**src/rtl/dec_cs_arbiter.sv**
```systemverilog
// Round-robin chip-select sequencer driving a 3-to-8 active-low decoder (IDLE/SETUP/ACTIVE/GUARD).
// Optional macro DEC_CS_ARB_EARLY_REL_EN: end ACTIVE early once the winner drops its request.
module dec_cs_arbiter #(
  parameter int DWELL_W      = 8,
  parameter int GUARD_CYCLES = 2
) (
  input  logic               clk_i,
  input  logic               rst_n_i,
  input  logic               en_i,
  input  logic [7:0]         req_i,
  input  logic [DWELL_W-1:0] dwell_i,
  output logic               select_a_o,
  output logic               select_b_o,
  output logic               select_c_o,
  output logic               g1_en_o,
  output logic               g2a_en_n_o,
  output logic               g2b_en_n_o,
  output logic [7:0]         gnt_o,
  output logic [2:0]         grant_id_o,
  output logic               busy_o
);

  typedef enum logic [1:0] {IDLE, SETUP, ACTIVE, GUARD} state_t;

  localparam logic [DWELL_W-1:0] DWELL_ONE = DWELL_W'(1);
  localparam logic [3:0]         GUARD_LD  = 4'(GUARD_CYCLES);

  state_t             state;
  logic [2:0]         code_q;
  logic [2:0]         last_grant;
  logic [DWELL_W-1:0] dwell_cnt;
  logic [3:0]         guard_cnt;
  logic [2:0]         next_win;
  logic               end_active;
`ifdef DEC_CS_ARB_EARLY_REL_EN
  logic               rel_seen;
`endif

  // First set request strictly after the last grant, wrapping through all eight targets.
  function automatic logic [2:0] rr_pick(input logic [7:0] req, input logic [2:0] last);
    logic [2:0] idx;
    logic       found;
    rr_pick = last;
    found   = 1'b0;
    for (int i = 1; i <= 8; i++) begin
      idx = last + 3'(i);
      if (!found && req[idx]) begin
        rr_pick = idx;
        found   = 1'b1;
      end
    end
  endfunction

  function automatic logic [DWELL_W-1:0] dwell_load(input logic [DWELL_W-1:0] d);
    dwell_load = (d == '0) ? DWELL_ONE : d;
  endfunction

  always_comb begin
    next_win   = rr_pick(req_i, last_grant);
`ifdef DEC_CS_ARB_EARLY_REL_EN
    end_active = (dwell_cnt == DWELL_ONE) || rel_seen;
`else
    end_active = (dwell_cnt == DWELL_ONE);
`endif
  end

  assign select_a_o = code_q[0];
  assign select_b_o = code_q[1];
  assign select_c_o = code_q[2];
  assign grant_id_o = code_q;

  always_ff @(posedge clk_i or negedge rst_n_i) begin
    if (!rst_n_i) begin
      state      <= IDLE;
      code_q     <= 3'd0;
      last_grant <= 3'd7;
      dwell_cnt  <= '0;
      guard_cnt  <= 4'd0;
      g1_en_o    <= 1'b0;
      g2a_en_n_o <= 1'b1;
      g2b_en_n_o <= 1'b1;
      gnt_o      <= 8'd0;
      busy_o     <= 1'b0;
`ifdef DEC_CS_ARB_EARLY_REL_EN
      rel_seen   <= 1'b0;
`endif
    end else begin
      case (state)
        IDLE: begin
          if (en_i && (req_i != 8'd0)) begin
            state  <= SETUP;
            code_q <= next_win;
            busy_o <= 1'b1;
          end
        end
        SETUP: begin
          state      <= ACTIVE;
          dwell_cnt  <= dwell_load(dwell_i);
          last_grant <= code_q;
          g1_en_o    <= 1'b1;
          g2a_en_n_o <= 1'b0;
          g2b_en_n_o <= 1'b0;
          gnt_o      <= 8'd1 << code_q;
`ifdef DEC_CS_ARB_EARLY_REL_EN
          rel_seen   <= 1'b0;
`endif
        end
        ACTIVE: begin
          if (end_active) begin
            state      <= GUARD;
            dwell_cnt  <= '0;
            guard_cnt  <= GUARD_LD;
            g1_en_o    <= 1'b0;
            g2a_en_n_o <= 1'b1;
            g2b_en_n_o <= 1'b1;
            gnt_o      <= 8'd0;
          end else begin
            dwell_cnt <= dwell_cnt - DWELL_ONE;
          end
`ifdef DEC_CS_ARB_EARLY_REL_EN
          // Registered so the release takes effect one edge after the drop is seen.
          rel_seen <= ~req_i[code_q];
`endif
        end
        GUARD: begin
          if (guard_cnt == 4'd1) begin
            state     <= IDLE;
            guard_cnt <= 4'd0;
            busy_o    <= 1'b0;
          end else begin
            guard_cnt <= guard_cnt - 4'd1;
          end
        end
        default: state <= IDLE;
      endcase
    end
  end

endmodule
```
**config.mk**
```make
export PLATFORM = sky130hd
export DESIGN_NAME = dec_cs_arbiter
export DESIGN_NICKNAME = d
export VERILOG_FILES = /design/src/rtl/dec_cs_arbiter.sv
export SDC_FILE = /design/constraint.sdc
export NUM_CORES = 1
export LEC_CHECK = 0
export CORE_MARGIN = 4
export CORE_UTILIZATION = 40
export DETAILED_ROUTE_END_ITERATION = 7
export GPL_TIMING_DRIVEN = 0
export MAX_ROUTING_LAYER = met4
export SLEW_MARGIN = 5
export SYNTH_ARGS = -nofsm -noshare
export SYNTH_HDL_FRONTEND = slang
export SYNTH_SLANG_ARGS = --single-unit
export TNS_END_PERCENT = 5
```
**constraint.sdc**
```tcl
create_clock -name clk_i -period 2.95 [get_ports clk_i]
set_clock_uncertainty 0.1 [all_clocks]
set_input_delay 0.59 -clock clk_i [delete_from_list [all_inputs] [get_ports clk_i]]
set_output_delay 0.59 -clock clk_i [all_outputs]
set_load 0.05 [all_outputs]
```
==> run summary, run 1 <==
The run gives 0.167 as the overall track demand over capacity in global routing. For the final routed database, the setup TNS stands at 0 ns. In this run, CTS created clock tree buffers numbering 5. In this run the deepest clock path goes through 2 buffers. In this run the worst hold path is classified as input port to asynchronous set/reset pin. The number of maximum-capacitance constraint violations came out at 0.

The cell family contributing the most delay on the critical path is compound AO/OA/AOI/OAI gates. The net count after synthesis was 287; the number of input and output port buffers inserted was 36. For the required time of the critical path, the log shows 3.02 ns. The fraction of synthesized cell area taken by the top area cell type was 0.281; the clock-pin slew on the worst setup and hold paths was 0.07 ns. For the finished layout, the period the worst path requires is 2.86 ns. In this run, placement finished with an instance count of 366. CTS built an H-tree with a depth of 2. The count of cells in the finished layout, fillers not included, comes to 390. The congestion estimate from routability-driven global placement came to 0.837. The via count is 2,135. The async set-or-reset flop fraction in the synthesized netlist works out to 1.00.

The die covers 7320 µm². For this run, the slowest stage of the critical path takes 0.55 ns. In this run the clock root is driven by a sky130_fd_sc_hd__clkbuf_8.

The most common cell in the synthesized netlist is sky130_fd_sc_hd__dfrtp_1. The number of different library cells in the post-synthesis netlist came out at 57. The first routing iteration left 119 violations. The flow ran to the end, and the final reports show no timing, DRC or antenna violations.

The portion of the post-synthesis area used by sequential elements is 0.324. The number of enable-type register cells in the synthesized netlist is 0. Ranked by instance count, the synthesized netlist is headed by sky130_fd_sc_hd__dfrtp_1, sky130_fd_sc_hd__nand2_1, sky130_fd_sc_hd__o21ai_0. For the DRC violation count after routing, the log shows 0. The number of antenna violations at the first check in global routing was 0. Routed wirelength normalized by instance count: 15.1 µm.

The number of buffers and inverters on the critical path is 5. The fraction of final layout cells sized beyond drive strength 1 is 0.214. Walking the worst path, the cells encountered are buf_8 > inv_2 > ha_4 > buf_6 > mux2i_2 > mux2i_2 > o221ai_2 > buf_4 > buf_4 > o21ai_1 > o21ai_1 > o22ai_1 > o31a_1. For the pin with the worst max-slew slack, the measured transition is 0.700 ns.

Summed over all layers, the global routing overflow is 0. Area growth from synthesis to layout: 30.8%. After synthesis the netlist holds a flip-flop and latch count of 31. CTS saw 31 sinks. The cell area that synthesis handed to floorplanning was 2410 µm². The floorplan step set the die width to 85.6 µm. For this design, the CTS-stage hold fixing added 0 buffers. On the critical path, the stage with the largest delay is an instance of sky130_fd_sc_hd__dfstp_2. The boundary pin count was 37; the starting utilization of the core area was 0.424. The arrival time of data at the critical path endpoint was 2.94 ns. The tools report the maximum clock rate as 349 MHz. Setup violations remaining at the end of the flow were counted as 0.

A synthesized cell averages 9.33 µm². The final-report hold violation count was 0. The vias per cell was 5.47. Row count: 27. In this run the remaining antenna-violating nets after routing total 0. The multi-input combinational cells in the finished layout cover a total of 1540 µm².

The Yosys warning count was 0. The register area is 781 µm². Ranked by total cell area, the synthesized netlist is headed by sky130_fd_sc_hd__dfrtp_1, sky130_fd_sc_hd__ha_1, sky130_fd_sc_hd__o21ai_0. The repair_antennas step left the layout with diodes totalling 0.

Before antenna repair, the detailed router went through 5 iterations. In this run the vertical extent of the chip is 85.6 µm. The later pin in the worst-skew pair is clocked with a latency of 0.28 ns. The kind of critical path was flop to flop.

STA classifies the critical path endpoint as a flop. The first global-routing pass estimated 9600 µm of wire. The logs give 2,006 for the via count of the first global-routing pass and 524 for the total of fill cells in the finished design. The tools report the count of mapped cells out of synthesis as 258. The total core area is 5680 µm², and the final wirelength is 5890 µm. Summed over all instances, the cell type with the most area after synthesis is sky130_fd_sc_hd__dfrtp_1.

Share of the clock period used by the worst path after layout: 0.971. Number of nets in the finished design: 346. For the pin count of the biggest net entering global routing, the log shows 32.

In the synthesized netlist the dominant register cell turns out to be sky130_fd_sc_hd__dfrtp_1. In this run the worst path has a maximum fanout of 7. TritonCTS built the clock tree. The max-slew violation count was 0; the worst relative slew slack was 0.533. The worst setup path is launched from a flop.

For the detailed placer's ending HPWL, the log shows 4200 µm.
## layout make-up
type | instances | share of cell area
Clock buffer | 8 | 0.0254
Tap cell | 72 | 0.0286
Sequential cell | 31 | 0.248
Buffer | 13 | 0.0306
Timing Repair Buffer | 53 | 0.157
Inverter | 19 | 0.0226
Multi-Input combinational cell | 194 | 0.487
## state kept, by name, indices dropped and copies added (netlist names)
| register | count |
|---|---|
| last_grant | 3 |
| gnt_o | 8 |
| grant_id_o | 3 |
| g1_en_o | 1 |
| busy_o | 1 |
| g2b_en_n_o | 1 |
| state | 2 |
| guard_cnt | 4 |
| dwell_cnt | 8 |
## through the flow
step / hold WS [ns] / setup WS, ns / util / cell area (µm²)
2_1_floorplan: 0.194 / 0.0230 / - / 2410
3_3_place_gp: 0.361 / -0.445 / 0.503 / 2860
3_5_place_dp: 0.368 / -0.508 / 0.502 / 2850
4_1_cts: 0.280 / 0.000433 / 0.535 / 3040
5_1_grt: 0.313 / -0.00549 / 0.555 / 3150
6_report: 0.250 / 0.0859 / 0.555 / 3150
## cell usage in the layout, fill, tap and decap left out, types with 3 or more instances in the layout
| cell | n |
|---|---|
| sky130_fd_sc_hd__clkdlybuf4s50_1 | 35 |
| sky130_fd_sc_hd__dfrtp_1 | 27 |
| sky130_fd_sc_hd__nand2_1 | 25 |
| sky130_fd_sc_hd__o21ai_0 | 23 |
| sky130_fd_sc_hd__buf_4 | 20 |
| sky130_fd_sc_hd__inv_1 | 17 |
| sky130_fd_sc_hd__nor2_1 | 16 |
| sky130_fd_sc_hd__a21oi_1 | 14 |
| sky130_fd_sc_hd__nand2b_1 | 8 |
| sky130_fd_sc_hd__ha_1 | 8 |
| sky130_fd_sc_hd__clkbuf_1 | 7 |
| sky130_fd_sc_hd__nand3_1 | 7 |
| sky130_fd_sc_hd__mux2i_1 | 7 |
| sky130_fd_sc_hd__nor2b_1 | 6 |
| sky130_fd_sc_hd__mux4_2 | 6 |
| sky130_fd_sc_hd__o31ai_1 | 5 |
| sky130_fd_sc_hd__clkbuf_8 | 5 |
| sky130_fd_sc_hd__nor4_1 | 4 |
| sky130_fd_sc_hd__o22ai_1 | 4 |
| sky130_fd_sc_hd__mux2_2 | 4 |
| sky130_fd_sc_hd__o21ai_1 | 4 |
| sky130_fd_sc_hd__a22o_1 | 4 |
| sky130_fd_sc_hd__a32o_1 | 4 |
| sky130_fd_sc_hd__dfstp_2 | 4 |
| sky130_fd_sc_hd__mux2i_2 | 3 |
| sky130_fd_sc_hd__buf_2 | 3 |
## worst register-to-register path, cell delays in order (launching register included)
cell and delay (ns):
sky130_fd_sc_hd__dfstp_2 0.55, sky130_fd_sc_hd__buf_8 0.12, sky130_fd_sc_hd__inv_2 0.09, sky130_fd_sc_hd__ha_4 0.28, sky130_fd_sc_hd__buf_6 0.14, sky130_fd_sc_hd__mux2i_2 0.31
sky130_fd_sc_hd__mux2i_2 0.13, sky130_fd_sc_hd__o221ai_2 0.25, sky130_fd_sc_hd__buf_4 0.17, sky130_fd_sc_hd__buf_4 0.10, sky130_fd_sc_hd__o21ai_1 0.05, sky130_fd_sc_hd__o21ai_1 0.11
sky130_fd_sc_hd__o22ai_1 0.10, sky130_fd_sc_hd__o31a_1 0.27
## logic make-up after synthesis
family,Yosys count,synth area share
buffers and inverters,33,0.0634
adder cells (fa/ha/maj),10,0.0520
flip-flops,31,0.324
AO/OA/AOI/OAI,78,0.225
AND/OR/NAND/NOR,79,0.180
XOR/XNOR,4,0.0177
multiplexers,23,0.138
## final timing paths
check                              startpoint            end  slack (ns)  cells past startpoint
worst max-delay path            last_grant[1]  grant_id_o[1]        0.09                     13
worst min register to register       gnt_o[4]       gnt_o[4]        0.38                      2
worst min-delay path                  rst_n_i       gnt_o[7]        0.25                      1
max in group asynchronous             rst_n_i        g1_en_o        2.04                      1
worst max register to register  last_grant[1]  grant_id_o[1]        0.09                     13
min in group clk_i                   gnt_o[4]       gnt_o[4]        0.38                      2
## metal layers
metal  wire length, µm  part of all wire  track usage
met1              2880              0.49        0.239
met2              2640              0.45        0.240
met3               316             0.054       0.0327
met4                46            0.0078       0.0432
met5                 0                 0            -
## timing repair
item                                    4_1_cts  5_1_grt
setup buffers                                 8        9
resized for setup                            11       10
endpoints found under the setup margin        3        3
pin swaps                                     3        3
Power of run 1 is not shown: default switching activity piles up to over one toggle a cycle in this logic, so the estimate is an artifact.
==> run 2, diff against run 1 <==
--- a/config.mk
+++ b/config.mk
@@ -5,6 +5,7 @@
 export SDC_FILE = /design/constraint.sdc
 export NUM_CORES = 1
 export LEC_CHECK = 0
+export CAP_MARGIN = 25
 export CORE_MARGIN = 4
 export CORE_UTILIZATION = 40
 export DETAILED_ROUTE_END_ITERATION = 7
==> constraint.sdc (replaced) <==
create_clock -name clk_i -period 2.75 [get_ports clk_i]
set_clock_uncertainty 0.1 [all_clocks]
set_input_delay 0.55 -clock clk_i [delete_from_list [all_inputs] [get_ports clk_i]]
set_output_delay 0.55 -clock clk_i [all_outputs]
set_load 0.05 [all_outputs]
==> run 2 against run 1 <==
Effect of this change:
- the flow now finishes with violations (negative setup slack)
- setup slack got worse by 0.21 ns
- global-route usage rose by 0.24 points
- maximum frequency fell by 0.47%
==> run summary, run 2 (same netlist as run 1, synthesis figures left out) <==
The flow ran to the end, but the final reports show violations. The tools report the number of antenna violations at the first check in global routing as 0. The worst relative slew slack came out at 0.542. Before antenna repair, the detailed router went through 4 iterations.

The area growth from synthesis to layout is 30.7%. STA puts the critical path data required time at 2.82 ns. Clock sink count: 31. Counting cells, the worst reg-to-reg path comes to 11. The tools report the number of buffers on the longest clock path as 2. The tools report the detailed placer's ending HPWL as 4220 µm.

Setup repair after global routing could not meet its margin everywhere. For this design the top-level I/O count stands at 37. The layer flagged by global routing as most heavily used is met1. The via count was 2,154; the width of the die was 85.6 µm. For the total inserted antenna cells, the log shows 0. Max-slew violation count: 0. For the clock latency reported for the late side of the worst-skew pair, the log shows 0.28 ns.

After clock tree synthesis, the clock-pin slew on the worst setup and hold paths is 0.07 ns. In this run the number of H-tree levels came out at 2. Clock tree synthesis selected as its root buffer the cell sky130_fd_sc_hd__clkbuf_8.

Setup total negative slack on the finished layout was measured at -0.219 ns. The final-report hold violation count was 0. The floorplan has 27 rows.

The starting utilization of the core area was 0.424. The number of cells in the finished layout apart from fillers is 387. Summed over all layers, the routed wires come to 5810 µm. The placer congestion estimate came out at 0.873. Buffers placed on the I/O ports in this run total 36.

STA classifies the critical path startpoint as a flop. The total die area was 7320 µm². TritonCTS built the clock tree. Entering global routing, the biggest net connects 32 pins. The class of the tightest hold or removal check is input port to asynchronous set/reset pin.

The slew of the pin with the lowest slew margin is 0.686 ns. Subtracting the final worst setup slack from the clock period gives 2.88 ns. STA classifies the critical path endpoint as a flop.

The met1 layer usage reported by global route was 0.244; the vias per cell was 5.57. Routed wirelength normalized by instance count: 15.0 µm. For the total core area, the log shows 5680 µm². The library cell used most frequently in the layout, excluding fill and tap cells, is sky130_fd_sc_hd__clkdlybuf4s50_1. For the overall track demand over capacity in global routing, the log shows 0.169.

The maximum fanout count along the critical path came out at 7. The final reports fail on negative setup slack. The met3 layer usage reported by global route is 0.0384, and the first-pass GRT wire length is 9850 µm.

The fraction of final layout cells sized beyond drive strength 1 came out at 0.203. Share of the clock period used by the worst path after layout: 1.05. By startpoint and endpoint, the worst setup path is classified as flop to flop. Data arrives at the worst endpoint at 2.94 ns. In the final layout, the registers with the most flip-flops are dwell_cnt: 8 flops, gnt_o: 8 flops, guard_cnt: 4 flops.

TritonCTS created 5 clock buffers. Setup violations remaining at the end of the flow were counted as 3. The aggregate global routing overflow was 0. In the routed design, unresolved DRC markers number 0. For the via count of the first global-routing pass, the log shows 2,022.

The library cells used most frequently in the layout, excluding fill and tap cells, are sky130_fd_sc_hd__clkdlybuf4s50_1, sky130_fd_sc_hd__dfrtp_1, sky130_fd_sc_hd__nand2_1, sky130_fd_sc_hd__o21ai_0, sky130_fd_sc_hd__buf_4. After clock tree synthesis, the flow added hold-fix buffers numbering 0. The post-placement cell count is 366. Total of fill cells in the finished design: 533. The met2 routing resource usage after global routing came out at 0.241. The post-route worst setup slack is -0.128 ns, and the maximum clock rate is 348 MHz. The detailed router finished its first iteration with 60 violations.

Y dimension of the die: 85.6 µm. The final-layout worst hold slack was 0.207 ns; the number of nets in the finished design was 343. In this run the remaining antenna-violating nets after routing total 0. Max-cap violations in this run came to 0.
[run 2: critical path: stages, from the launching register on]
cell	delay (ns)
sky130_fd_sc_hd__dfstp_2	0.54
sky130_fd_sc_hd__buf_6	0.10
sky130_fd_sc_hd__buf_8	0.10
sky130_fd_sc_hd__inv_6	0.04
sky130_fd_sc_hd__ha_4	0.34
sky130_fd_sc_hd__mux4_2	0.38
sky130_fd_sc_hd__buf_4	0.17
sky130_fd_sc_hd__mux2_4	0.27
sky130_fd_sc_hd__mux2_2	0.28
sky130_fd_sc_hd__nor4_2	0.26
sky130_fd_sc_hd__a21oi_1	0.07
sky130_fd_sc_hd__o31a_1	0.11
[run 2: repair_timing]
item	CTS	global route
resized for setup	13	3
setup buffers	12	2
pin swaps	6	5
setup endpoints to repair	3	3
[run 2: metrics by stage]
stage                     area [µm²]  setup slack (ns)   util
after floorplan                 2430           0.00635      -
after CTS                       3110           -0.0135  0.547
after global placement          2880            -0.448  0.508
final                           3150            -0.128  0.554
after detailed placement        2880            -0.476  0.507
after global routing            3150            -0.221  0.554
[run 2: worst paths after layout]
kind                          startpoint       endpoint  slack, ns
hold reg to reg                 gnt_o[6]       gnt_o[6]       0.37
setup reg to reg           last_grant[0]  grant_id_o[1]      -0.13
max in group asynchronous        rst_n_i       state[0]       1.90
hold / removal                   rst_n_i   guard_cnt[2]       0.21
setup / recovery           last_grant[0]  grant_id_o[1]      -0.13
min in group clk_i              gnt_o[6]       gnt_o[6]       0.37
[run 2: layout make-up]
type | count | area [µm²] | share of cell area
flip-flops and latches | 31 | 781 | 0.248
repair buffers | 50 | 460 | 0.146
inverters | 19 | 80.1 | 0.0255
multi-input cells | 194 | 1560 | 0.495
well taps | 72 | 90.1 | 0.0286
clock inverters | 1 | 5.00 | 0.00159
plain buffers | 13 | 96.3 | 0.0306
clock buffers | 7 | 76.3 | 0.0243
[run 2: per-layer routing]
metal / part of all wire / vias to the layer above / wire (µm)
li1: - / 1061 / -
met2: 0.46 / 72 / 2670
met4: 0.0067 / 0 / 39
met3: 0.062 / 4 / 362
met1: 0.47 / 1017 / 2740
met5: 0 / - / 0
Power of run 2 is left out for the same reason.
==> run 3, diff against run 2 <==
--- a/config.mk
+++ b/config.mk
@@ -5,11 +5,13 @@
 export SDC_FILE = /design/constraint.sdc
 export NUM_CORES = 1
 export LEC_CHECK = 0
+export ABC_AREA = 0
 export CAP_MARGIN = 25
 export CORE_MARGIN = 4
 export CORE_UTILIZATION = 40
 export DETAILED_ROUTE_END_ITERATION = 7
 export GPL_TIMING_DRIVEN = 0
+export HOLD_SLACK_MARGIN = 0.1
 export MAX_ROUTING_LAYER = met4
 export SLEW_MARGIN = 5
 export SYNTH_ARGS = -nofsm -noshare
==> results of run 3 <==
Same layout as run 2: the final DEF is identical, and so are final timing and power.
Power of run 3 is left out for the same reason.
